==> src/rtl/wb_stage_pkg.sv <==
// -----------------------------------------------------------------------------
// wb_stage_pkg
// Shared encodings for the MIPS write-back stage: write-back source select
// (WBSel) and load type (LoadType) values, plus a small extension helper.
// Optional feature macro used by the stage: WB_RETIRE_CNT_EN.
// -----------------------------------------------------------------------------
package wb_stage_pkg;

   typedef enum logic [1:0] {
      WB_ALU  = 2'b00,
      WB_MEM  = 2'b01,
      WB_LINK = 2'b10,
      WB_RSVD = 2'b11
   } wbsel_e;

   typedef enum logic [2:0] {
      LD_W  = 3'b000,
      LD_B  = 3'b001,
      LD_BU = 3'b010,
      LD_H  = 3'b011,
      LD_HU = 3'b100
   } ldtype_e;

   // Sign- or zero-extend a sub-word of width w (8 or 16) held in the low bits.
   function automatic logic [31:0] ext_sub(input logic [15:0] val, input logic is_half,
                                           input logic sgn);
      logic [31:0] r;
      if (is_half) r = {{16{sgn & val[15]}}, val};
      else         r = {{24{sgn & val[7]}}, val[7:0]};
      return r;
   endfunction

endpackage

==> src/rtl/wb_stage_load_ext.sv <==
// -----------------------------------------------------------------------------
// wb_stage_load_ext
// Combinational load-data extraction: picks the byte/half selected by the low
// address bits out of the aligned DM word and sign/zero extends it.
// Ports:
//   mem_rd_i    [31:0] raw aligned word from data memory
//   addr_lo_i   [1:0]  low two bits of the load address
//   load_type_i [2:0]  LoadType encoding (unknown codes behave as lw)
//   data_o      [31:0] extended load result
// -----------------------------------------------------------------------------
module wb_stage_load_ext
   import wb_stage_pkg::*;
(
   input  logic [31:0] mem_rd_i,
   input  logic [1:0]  addr_lo_i,
   input  logic [2:0]  load_type_i,
   output logic [31:0] data_o
);

   logic [7:0]  byte_sel;
   logic [15:0] half_sel;

   assign byte_sel = mem_rd_i[8*addr_lo_i +: 8];
   // Halfword choice uses only addr_lo[1]; misaligned bit 0 is ignored.
   assign half_sel = addr_lo_i[1] ? mem_rd_i[31:16] : mem_rd_i[15:0];

   always_comb begin
      data_o = mem_rd_i;
      case (load_type_i)
         LD_B:    data_o = ext_sub({8'h00, byte_sel}, 1'b0, 1'b1);
         LD_BU:   data_o = ext_sub({8'h00, byte_sel}, 1'b0, 1'b0);
         LD_H:    data_o = ext_sub(half_sel, 1'b1, 1'b1);
         LD_HU:   data_o = ext_sub(half_sel, 1'b1, 1'b0);
         default: data_o = mem_rd_i;
      endcase
   end

endmodule

==> src/rtl/wb_stage.sv <==
// -----------------------------------------------------------------------------
// wb_stage
// Write-back stage of the 5-stage MIPS pipeline. Holds the M/W register,
// extracts load data, selects the write-back value and drives the ID-stage
// GRF write port (written on the following negedge) and the W forwarding value.
// Optional macro WB_RETIRE_CNT_EN adds a 32-bit retired-instruction counter.
// Ports:
//   clk, reset (async, active-low)
//   M_instruc, M_PC, M_WRA, M_ALUOut, M_MemRD, M_WBSel, M_LoadType : from M
//   W_hold (freeze), W_flush (load nop)
//   W_WRA, W_WRD, W_PCWhenWrite : GRF write port / trace
//   W_instruc, W_Pass, W_WRA_fwd : to hazard unit
//   W_retire_cnt (only with WB_RETIRE_CNT_EN)
// -----------------------------------------------------------------------------
module wb_stage
   import wb_stage_pkg::*;
#(
   parameter int unsigned RA_IDX      = 31,
   parameter logic [31:0] PC_LINK_OFS = 32'd8
) (
   input  logic                             clk,
   input  logic                             reset,
   input  logic [31:0]                      M_instruc,
   input  logic [31:0]                      M_PC,
   input  logic [$clog2(RA_IDX+1)-1:0]      M_WRA,
   input  logic [31:0]                      M_ALUOut,
   input  logic [31:0]                      M_MemRD,
   input  logic [1:0]                       M_WBSel,
   input  logic [2:0]                       M_LoadType,
   input  logic                             W_hold,
   input  logic                             W_flush,
   output logic [$clog2(RA_IDX+1)-1:0]      W_WRA,
   output logic [31:0]                      W_WRD,
   output logic [31:0]                      W_PCWhenWrite,
   output logic [31:0]                      W_instruc,
   output logic [31:0]                      W_Pass,
`ifdef WB_RETIRE_CNT_EN
   output logic [31:0]                      W_retire_cnt,
`endif
   output logic [$clog2(RA_IDX+1)-1:0]      W_WRA_fwd
);

   // Register-address width follows the link register index.
   localparam int unsigned AW = $clog2(RA_IDX + 1);

   logic [31:0]   instr_q, instr_d;
   logic [31:0]   pc_q, pc_d;
   logic [AW-1:0] wra_q, wra_d;
   logic [31:0]   alu_q, alu_d;
   logic [31:0]   mem_q, mem_d;
   logic [1:0]    wbsel_q, wbsel_d;
   logic [2:0]    ldtype_q, ldtype_d;
   logic [1:0]    addr_lo_q, addr_lo_d;
   logic          written_q, written_d;
   logic [31:0]   load_data;

   always_comb begin
      instr_d   = instr_q;
      pc_d      = pc_q;
      wra_d     = wra_q;
      alu_d     = alu_q;
      mem_d     = mem_q;
      wbsel_d   = wbsel_q;
      ldtype_d  = ldtype_q;
      addr_lo_d = addr_lo_q;
      written_d = 1'b0;
      if (W_hold) begin
         // Once the GRF has taken the write, suppress it for the rest of the hold.
         written_d = written_q | (wra_q != '0);
      end else if (W_flush) begin
         instr_d   = '0;
         pc_d      = '0;
         wra_d     = '0;
         alu_d     = '0;
         mem_d     = '0;
         wbsel_d   = '0;
         ldtype_d  = '0;
         addr_lo_d = '0;
      end else begin
         instr_d   = M_instruc;
         pc_d      = M_PC;
         wra_d     = M_WRA;
         alu_d     = M_ALUOut;
         mem_d     = M_MemRD;
         wbsel_d   = M_WBSel;
         ldtype_d  = M_LoadType;
         addr_lo_d = M_ALUOut[1:0];
      end
   end

   always_ff @(posedge clk or negedge reset) begin
      if (!reset) begin
         instr_q   <= '0;
         pc_q      <= '0;
         wra_q     <= '0;
         alu_q     <= '0;
         mem_q     <= '0;
         wbsel_q   <= '0;
         ldtype_q  <= '0;
         addr_lo_q <= '0;
         written_q <= 1'b0;
      end else begin
         instr_q   <= instr_d;
         pc_q      <= pc_d;
         wra_q     <= wra_d;
         alu_q     <= alu_d;
         mem_q     <= mem_d;
         wbsel_q   <= wbsel_d;
         ldtype_q  <= ldtype_d;
         addr_lo_q <= addr_lo_d;
         written_q <= written_d;
      end
   end

`ifdef WB_RETIRE_CNT_EN
   logic [31:0] retire_q, retire_d;

   // An instruction retires when it leaves W, i.e. on any un-held edge.
   always_comb begin
      retire_d = retire_q;
      if (!W_hold && (instr_q != '0)) retire_d = retire_q + 32'd1;
   end

   always_ff @(posedge clk or negedge reset) begin
      if (!reset) retire_q <= '0;
      else        retire_q <= retire_d;
   end

   assign W_retire_cnt = retire_q;
`endif

   wb_stage_load_ext u_load_ext (
      .mem_rd_i    (mem_q),
      .addr_lo_i   (addr_lo_q),
      .load_type_i (ldtype_q),
      .data_o      (load_data)
   );

   always_comb begin
      case (wbsel_q)
         WB_ALU:  W_WRD = alu_q;
         WB_MEM:  W_WRD = load_data;
         WB_LINK: W_WRD = pc_q + PC_LINK_OFS;
         default: W_WRD = '0;
      endcase
   end

   assign W_WRA         = written_q ? '0 : wra_q;
   assign W_WRA_fwd     = wra_q;
   assign W_PCWhenWrite = pc_q;
   assign W_instruc     = instr_q;
   assign W_Pass        = W_WRD;

endmodule

==> config.mk <==
export PLATFORM = sky130hd
export DESIGN_NAME = wb_stage
export DESIGN_NICKNAME = d
export VERILOG_FILES = /design/src/rtl/wb_stage_pkg.sv /design/src/rtl/wb_stage_load_ext.sv /design/src/rtl/wb_stage.sv
export SDC_FILE = /design/constraint.sdc
export NUM_CORES = 1
export LEC_CHECK = 0
export BUFFER_PORTS_ARGS = -buffer_cell sky130_fd_sc_hd__buf_2
export CORE_UTILIZATION = 55
export DETAILED_ROUTE_END_ITERATION = 10
export PLACE_DENSITY = 0.86
export SLEW_MARGIN = 40
export SYNTH_ARGS = -nofsm -noshare
export SYNTH_HDL_FRONTEND = slang
export SYNTH_SLANG_ARGS = --single-unit
==> constraint.sdc <==
create_clock -name clk -period 6.35 [get_ports clk]
set_clock_uncertainty 0.05 [all_clocks]
set_input_delay 0.9525 -clock clk [delete_from_list [all_inputs] [get_ports clk]]
set_output_delay 0.9525 -clock clk [all_outputs]
set_load 0.03 [all_outputs]
==> results.json, run 1 <==
{
  "synth_seq_area_share_pct": 44.27,
  "placed_area_um2": 9042,
  "internal_power_mw": 1.777,
  "final_area_um2": 9684,
  "die_h_um": 121.5,
  "r2r_start": "written_q$_DFF_PN0_",
  "cts-hold-fix-buffers": 0,
  "route.detailed.drc": 0,
  "r2r-end": "written_q$_DFF_PN0_",
  "clk_latency_ns": 0.42,
  "start_kind": "flip-flop",
  "cap_violations": 0,
  "rrSetupSlack_ns": 4.96,
  "endpoint_kind": "output pin",
  "clock-sinks": 139,
  "status": "finished, final reports clean",
  "core-area_um2": 13930,
  "std_cell_rows": 43,
  "synth_edf_count": 0,
  "report.final.slew_viol_count": 0,
  "cts_buffer_depth": 2,
  "p_clk_share_pct": 37.5,
  "period_share_pct": 66.30,
  "h-tree-depth": 4,
  "p_leak_nw": 4.573,
  "rsz0062_at_grt": "no",
  "routed_wl_mm": 22.71,
  "async_reset_ff_share_pct": 100.0,
  "max_freq_mhz": 237.5,
  "p_comb_share_pct": 23.8,
  "synth-seq-cells": 139,
  "whs_ns": 0.4304,
  "final_net_count": 1274,
  "cts_tree": "done",
  "dieArea_um2": 14770,
  "antenna_found_initial": 1,
  "finalPower_mw": 2.688,
  "p_sw_share_pct": 33.88,
  "p_sw_mw": 0.9105,
  "ys.flop_type": "dfrtp_1",
  "grt-ovfl-total": 0,
  "criticalPathCategory": "reg2out",
  "synthCells": 925,
  "grt_use_total_pct": 31.45,
  "utilization_pct": 69.50,
  "detail_route.wl_per_cell_um": 17.14,
  "setup_viol": 0,
  "root_buffer": "clkbuf_16",
  "drt_first_pass_iters": 6,
  "worst_pin_slew_ns": 0.7668,
  "dp_hpwl_mm": 16.42,
  "relSlewSlack_pct": 48.88,
  "grt_max_degree": 188,
  "cts_setup_buffers": 0,
  "ir_worst_vdd_v": 0.0001770,
  "die_w_um": 121.5,
  "tns_ns": 0,
  "cp.required_ns": 5.35,
  "synth_area_per_cell_um2": 8.495,
  "synth.distinct_cells": 52,
  "via_per_inst": 5.601,
  "finalCriticalPeriod_ns": 4.210,
  "portBuffers": 279,
  "syn2layout_area_growth_pct": 23.25,
  "worstPathMaxFanout": 20,
  "post_cts_resized": 0,
  "crit_end": "W_Pass[20]",
  "cp.arrival_ns": 3.21,
  "nFillCells": 1136,
  "start_util_pct": 56.39,
  "power.density_nw_per_um2": 277.5,
  "netlist_area_um2": 7858,
  "place_congestion": 0.9053,
  "cts_buffers": 17,
  "synth_nets": 1068,
  "drt_iter0_markers": 589,
  "grt_pass1_wl_mm": 34.95,
  "ant_nets": 0,
  "seqPwrFrac_pct": 38.8,
  "clkTransAtPathRegs_ns": 0.06,
  "min_path_type": "reg2reg",
  "drive_gt1_share_pct": 29.28,
  "vias": 7421,
  "reg2regPathDepth": 2,
  "hold_violations": 0,
  "yosysWarnings": 0,
  "startpoint": "wbsel_q[0]$_DFFE_PN0N_",
  "ioPinCount": 280,
  "grt_pass1_vias": 6644
}
## sequential cells by signal (all words and copies together) (netlist names)
register and count:
wbsel_q 2, ldtype_q 3, mem_q 32, alu_q 32, W_instruc 32, written_q 1, W_PCWhenWrite 32, W_WRA_fwd 5
## synth_stat cells, types with 3 or more instances
master / number / share of area (%)
nand2_1: 174 / 8.3
o21ai_0: 163 / 10
nand2b_1: 142 / 11
dfrtp_1: 139 / 44
clkbuf_1: 57 / 2.7
buf_4: 32 / 3.1
nor2_1: 20 / 0.96
nand4_1: 14 / 1.1
o211ai_1: 14 / 1.3
o221ai_1: 13 / 1.4
xnor2_1: 13 / 1.4
xor2_1: 13 / 1.4
a21oi_1: 12 / 0.76
inv_1: 10 / 0.48
mux2_2: 9 / 1.3
mux2i_1: 9 / 1.1
a221oi_1: 8 / 0.89
nor2b_1: 8 / 0.64
nand3_1: 7 / 0.45
nor3_1: 7 / 0.45
buf_2: 6 / 0.38
a31oi_1: 5 / 0.40
o22ai_1: 5 / 0.40
and3_1: 4 / 0.32
buf_1: 3 / 0.14
nor4_1: 3 / 0.24
o21bai_1: 3 / 0.29
## through the flow
stage	worst slack, ns	cells
after floorplan	2.722	925
after global placement	2.724	1290
after detailed placement	2.611	1290
after CTS	2.163	1322
after global routing	1.951	1324
final	2.140	1325
## layout by cell type, fill, tap and decap left out, types with 7 or more instances in the layout
master | Yosys | routed
mux2_2 | 9 | 9
o21ai_0 | 163 | 163
nand3_1 | 7 | 7
buf_2 | 6 | 276
o211ai_1 | 14 | 14
clkbuf_16 | 0 | 17
mux2i_1 | 9 | 9
o221ai_1 | 13 | 13
a21oi_1 | 12 | 12
a221oi_1 | 8 | 8
nand2_1 | 174 | 174
nor2b_1 | 8 | 8
nor2_1 | 20 | 20
xor2_1 | 13 | 13
xnor2_1 | 13 | 13
inv_1 | 10 | 10
dfrtp_1 | 139 | 139
nand4_1 | 14 | 14
nor3_1 | 7 | 7
nand2b_1 | 142 | 142
## how the worst min path moves through the flow
stage,from,endpoint,slack [ns],depth (start not counted)
floorplan,alu_q[20]$_DFFE_PN0N_,alu_q[20]$_DFFE_PN0N_,0.39,2
global placement,W_instruc[8]$_DFFE_PN0N_,W_instruc[8]$_DFFE_PN0N_,0.41,2
detailed placement,alu_q[28]$_DFFE_PN0N_,alu_q[28]$_DFFE_PN0N_,0.42,2
CTS,alu_q[28]$_DFFE_PN0N_,alu_q[28]$_DFFE_PN0N_,0.43,2
global route,alu_q[18]$_DFFE_PN0N_,alu_q[18]$_DFFE_PN0N_,0.45,2
finish,alu_q[4]$_DFFE_PN0N_,alu_q[4]$_DFFE_PN0N_,0.43,2
## worst max-delay path, stage by stage (launching register included)
cell and delay, ns:
dfrtp_1 0.77, nor2b_1 0.69, nand2b_1 0.10, a221oi_1 0.56, o21ai_0 0.21, o221ai_1 0.18, buf_2 0.26
## power by group through the flow
stage	Sequential (mW)	Combinational (mW)	Clock, mW
global route	1.05	0.692	1.06
floorplan	1.08	0.405	0
detailed placement	1.05	0.634	0
global placement	1.05	0.625	0
CTS	1.04	0.636	1.02
finish	1.04	0.639	1.01
## metal layers
| metal | track usage (%) | part of all wire, % | vias to the layer above | routed length (um) |
|---|---|---|---|---|
| li1 | - | - | 3537 | - |
| met1 | 41.65 | 41 | 3445 | 9393 |
| met2 | 50.21 | 47 | 395 | 10770 |
| met3 | 6.626 | 8.5 | 42 | 1938 |
| met4 | 12.89 | 2.6 | 2 | 600 |
| met5 | 0 | 0.044 | - | 10 |
## kinds of logic (layout without fill, tap and decap cells)
| group | Yosys count | after routing | synth area share [%] |
|---|---|---|---|
| other | 0 | 1 | 0 |
| AOI/OAI and AO/OA | 236 | 236 | 17.42 |
| xor gates and xnor gates | 26 | 26 | 2.898 |
| muxes | 18 | 18 | 2.436 |
| adders and majority gates | 1 | 1 | 0.1592 |
| DFF | 139 | 139 | 44.27 |
| and+or+nand+nor | 396 | 396 | 25.97 |
| buffers and inverters | 109 | 328 | 6.847 |
## area by class of cell
cell class	count	area [um2]	area share (%)
Antenna cell	1	2.502	0.02584
Clock buffer	18	429.2	4.432
Clock inverter	14	168.9	1.744
Inverter	10	37.54	0.3876
Multi-Input combinational cell	677	3841	39.66
Sequential cell	139	3478	35.92
Tap cell	180	225.2	2.326
Timing Repair Buffer	286	1501	15.50
Power figures use the tool's default switching activity.
==> run 2, diff against run 1 <==
Settings changed: CORE_UTILIZATION 55 to 46, PLACE_DENSITY 0.86 to 0.77.
Clock period 6.35 ns to 3.42 ns, I/O delays scaled along.
==> run 2 against run 1 <==
Against the previous run: non-clock buffer count up 4; core utilization down 11 points; clock power up 87%; clock-buffer cell count unchanged; sequential cell count unchanged; sequential power up 86%; die area up 19%; largest cell class unchanged; highest routed layer unchanged.
==> results.json, run 2 (synthesis results as in run 1) <==
{
  "root_buffer": "clkbuf_16",
  "grt_pass1_vias": 6733,
  "drive_gt1_share_pct": 29.79,
  "min_path_type": "in2async",
  "slowest_delay_ns": 0.53,
  "start_util_pct": 47.21,
  "route.detailed.drc": 0,
  "antenna_found_initial": 2,
  "ir_worst_vdd_v": 0.0003850,
  "grt_pass1_wl_mm": 36.92,
  "criticalPathCategory": "reg2out",
  "drt_iter0_markers": 510,
  "cap_violations": 0,
  "clkTransAtPathRegs_ns": 0.06,
  "placed_area_um2": 9155,
  "p_leak_nw": 4.620,
  "tns_ns": 0,
  "crit_chain": "nor3b_2, a21oi_1, o41a_1, a221oi_1, o21ai_0, buf_2",
  "std_cell_rows": 47,
  "nFillCells": 1510,
  "relSlewSlack_pct": 51.33,
  "max_freq_mhz": 306.2,
  "drt_first_pass_iters": 5,
  "finalPower_mw": 5.016,
  "hold_violations": 0,
  "worst_pin_slew_ns": 0.7301,
  "start_kind": "flip-flop",
  "antenna_cells": 0,
  "final_net_count": 1278,
  "die_w_um": 132.7,
  "rsz0062_at_grt": "no",
  "die_h_um": 132.7,
  "clock-sinks": 139,
  "final_cell_mix": "buf_2 (276), nand2_1 (174), o21ai_0 (163), nand2b_1 (142), dfrtp_1 (139)",
  "dp_hpwl_mm": 16.93,
  "setup_viol": 0,
  "ioPinCount": 280,
  "dieArea_um2": 17610,
  "grt-ovfl-total": 0,
  "routed_wl_mm": 23.21,
  "period_share_pct": 95.50,
  "whs_ns": 0.06224,
  "pre_cts_ws_ns": 0.3682,
  "syn2layout_area_growth_pct": 24.52,
  "cts-hold-fix-buffers": 0,
  "clk_latency_ns": 0.43,
  "cts_tree": "done",
  "cts_buffers": 17,
  "final_area_um2": 9784,
  "cp.required_ns": 2.86,
  "report.final.slew_viol_count": 0,
  "power.density_nw_per_um2": 512.7,
  "final_common_cell": "buf_2",
  "place_congestion": 0.9201,
  "h-tree-depth": 4,
  "via_per_inst": 5.284,
  "vias": 7229,
  "grt_use_total_pct": 27.12,
  "portBuffers": 279,
  "ant_nets": 0,
  "status": "finished, final reports clean",
  "layout_setup_ws_ns": 0.1538,
  "cp.arrival_ns": 2.70,
  "endpoint_kind": "output pin",
  "slowest_stage": "dfrtp_1",
  "detail_route.wl_per_cell_um": 16.96,
  "cts_buffer_depth": 2,
  "core-area_um2": 16640,
  "grt_max_degree": 139,
  "worstPathMaxFanout": 11,
  "finalCriticalPeriod_ns": 3.266
}
[run 2: timing repair]
action / in CTS / in global routing
endpoints found under the setup margin: 6 / 12
resized for setup: 1 / 4
buffers inserted: 0 / 0
[run 2: worst paths after layout]
path,from,end,slack (ns),cells past startpoint
setup / recovery,ldtype_q[2]$_DFFE_PN0N_,W_WRD[0],0.15,6
hold / removal,reset,W_instruc[24]$_DFFE_PN0N_,0.06,1
setup reg to reg,written_q$_DFF_PN0_,written_q$_DFF_PN0_,1.98,2
hold reg to reg,W_instruc[29]$_DFFE_PN0N_,W_instruc[29]$_DFFE_PN0N_,0.43,2
max in group asynchronous,reset,alu_q[27]$_DFFE_PN0N_,2.49,2
min in group clk,M_instruc[25],W_instruc[25]$_DFFE_PN0N_,0.28,3
[run 2: worst max-delay path: cells and delay by family, from the launching register on]
kind                   cells  cell delay (ns)
AOI/OAI and AO/OA          4             1.04
DFF                        1             0.53
and+or+nand+nor            1             0.47
buffers and inverters      1             0.23
[run 2: routing by layer]
layer  GRT usage (%)  up-vias  part of all wire, %
li1                -     3530                    -
met1           35.93     3320                   43
met2           43.22      342                   47
met3           7.203       35                  8.1
met4           8.748        2                  1.9
met5               0        -                0.034
[run 2: through the flow]
step                utilization, %  instances
floorplan                        -        925
global placement             54.99       1336
detailed placement           55.01       1336
CTS                          58.64       1368
global route                 58.79       1368
finish                       58.79       1368
[run 2: area by class of cell]
type / instances / area (um2) / share of cell area [%]
clock buffer: 18 / 429.2 / 4.386
clock inverter: 14 / 170.2 / 1.739
inverter: 10 / 37.54 / 0.3836
multi-input combinational: 677 / 3869 / 39.54
sequential: 139 / 3478 / 35.55
tap: 220 / 275.3 / 2.813
timing repair buffer: 290 / 1525 / 15.59
[run 2: power by group]
group / total (mW) / leakage (nW) / switching (mW) / internal (mW)
clock: 1.89 / 0.283 / 0.741 / 1.15
sequential: 1.93 / 1.81 / 0.154 / 1.77
combinational: 1.20 / 2.53 / 0.818 / 0.383
total: 5.02 / 4.62 / 1.71 / 3.30
==> run 3, diff against run 2 <==
Settings changed: PLACE_DENSITY 0.77 to 0.8.
==> run 3 against run 2 <==
Against the previous run: power increased by 1.0%; register-to-register slack about the same; sequential power barely moved; final cell count about the same; clock-buffer cell count is the same; global-route usage grew 0.099 points; non-clock buffer count up 1; worst hold slack got worse by 0.031 ns; sequential cell count is the same; critical endpoint is now W_Pass[7]; setup slack got worse by 0.030 ns.
==> results.json, run 3 (synthesis results as in run 1) <==
{
  "final_cell_mix": "buf_2 (276), nand2_1 (174), o21ai_0 (163), nand2b_1 (141), dfrtp_1 (139)",
  "cp.required_ns": 2.86,
  "final_common_cell": "buf_2",
  "grt_pass1_vias": 6805,
  "route.detailed.drc": 0,
  "worstPathMaxFanout": 9,
  "portBuffers": 279,
  "rsz0062_at_grt": "no",
  "antenna_cells": 0,
  "h-tree-depth": 4,
  "clk_latency_ns": 0.42,
  "cap_violations": 0,
  "p_comb_share_pct": 23.7,
  "p_sw_mw": 1.743,
  "period_share_pct": 96.37,
  "slowest_stage": "dfrtp_1",
  "drive_gt1_share_pct": 30.11,
  "worst_pin_slew_ns": 0.7144,
  "seqPwrFrac_pct": 38.1,
  "finalPower_mw": 5.068,
  "rrSetupSlack_ns": 1.99,
  "dp_hpwl_mm": 17.16,
  "min_path_type": "in2async",
  "relSlewSlack_pct": 52.38,
  "drt_iter0_markers": 614,
  "cts_buffers": 17,
  "hold_violations": 0,
  "reg2regPathDepth": 2,
  "finalCriticalPeriod_ns": 3.296,
  "endpoint_kind": "output pin",
  "via_per_inst": 5.262,
  "status": "finished, final reports clean",
  "grt_max_degree": 167,
  "place_congestion": 0.9133,
  "clock-sinks": 139,
  "start_kind": "flip-flop",
  "p_clk_share_pct": 38.2,
  "cts_tree": "done",
  "routed_wl_mm": 23.20,
  "p_sw_share_pct": 34.39,
  "power.density_nw_per_um2": 515.3,
  "r2r-end": "written_q$_DFF_PN0_",
  "r2r_start": "written_q$_DFF_PN0_",
  "grt_use_total_pct": 27.22,
  "die_h_um": 132.7,
  "cts_setup_buffers": 0,
  "start_util_pct": 47.21,
  "std_cell_rows": 47,
  "setup_viol": 0,
  "ant_nets": 0,
  "final_net_count": 1279,
  "crit_chain": "nor2b_1, a31oi_1, o221ai_1, a31oi_1, o31ai_1, buf_2",
  "detail_route.wl_per_cell_um": 16.95,
  "die_w_um": 132.7,
  "crit_path_frequent_cell": "a31oi_1",
  "cts-hold-fix-buffers": 0,
  "p_leak_nw": 4.626,
  "post_cts_resized": 1,
  "criticalPathCategory": "reg2out",
  "cts_buffer_depth": 2,
  "ir_worst_vdd_v": 0.0003795,
  "drt_first_pass_iters": 5,
  "antenna_found_initial": 2,
  "slowest_delay_ns": 0.61,
  "cp.arrival_ns": 2.73,
  "clkTransAtPathRegs_ns": 0.06,
  "ioPinCount": 280,
  "dieArea_um2": 17610,
  "core-area_um2": 16640,
  "grt-ovfl-total": 0,
  "grt_pass1_wl_mm": 36.82,
  "tns_ns": 0,
  "internal_power_mw": 3.325,
  "vias": 7204,
  "report.final.slew_viol_count": 0,
  "root_buffer": "clkbuf_16",
  "max_freq_mhz": 303.4,
  "syn2layout_area_growth_pct": 25.16
}
==> run 3: worst max-delay path: cells and delay by family (launching register included) <==
family	cells	cell delay [ns]
AOI/OAI and AO/OA	4	0.86
DFF	1	0.61
and+or+nand+nor	1	0.53
buffers and inverters	1	0.29
==> run 3: how the worst max path moves through the flow <==
| stage | startpoint | end |
|---|---|---|
| after floorplan | W_PCWhenWrite[3]$_DFFE_PN0N_ | W_WRD[25] |
| after global placement | W_PCWhenWrite[3]$_DFFE_PN0N_ | W_Pass[23] |
| after detailed placement | W_PCWhenWrite[3]$_DFFE_PN0N_ | W_Pass[23] |
| after CTS | ldtype_q[2]$_DFFE_PN0N_ | W_Pass[0] |
| after global routing | ldtype_q[2]$_DFFE_PN0N_ | W_WRD[5] |
| final | ldtype_q[1]$_DFFE_PN0N_ | W_Pass[7] |
==> run 3: layer usage <==
layer / vias up / global-route usage, % / routed length, um
li1: 3539 / - / -
met4: 4 / 6.897 / 275
met1: 3344 / 35.15 / 9962
met2: 294 / 44.59 / 11130
met5: - / 0 / 27
met3: 23 / 8.161 / 1808
==> run 3: layout make-up <==
cell class                 count  area [um2]
fill                        1517        6808
multi-input combinational    677        3885
sequential                   139        3478
timing repair buffer         291        1543
clock buffer                  18       429.2
tap                          220       275.3
clock inverter                14       186.4
inverter                      10       37.54
==> run 3: stage by stage <==
step	worst slack [ns]	instance area (um2)	utilization (%)	instances	hold WS, ns
floorplan	0.2315	7858	-	925	0.1674
global placement	0.4830	9171	55.11	1337	0.4112
global route	0.009712	9834	59.09	1369	0.07457
finish	0.1242	9834	59.09	1369	0.03147
detailed placement	0.4637	9175	55.13	1337	0.4184
CTS	0.06258	9796	58.86	1369	0.04505
==> run 3: power by group through the flow <==
stage	Combinational [mW]	Sequential (mW)	Clock, mW
3_5_place_dp	1.20	1.95	0
2_1_floorplan	0.752	2.01	0
5_1_grt	1.30	1.95	2.04
3_3_place_gp	1.19	1.95	0
6_report	1.20	1.93	1.94
4_1_cts	1.20	1.93	1.97
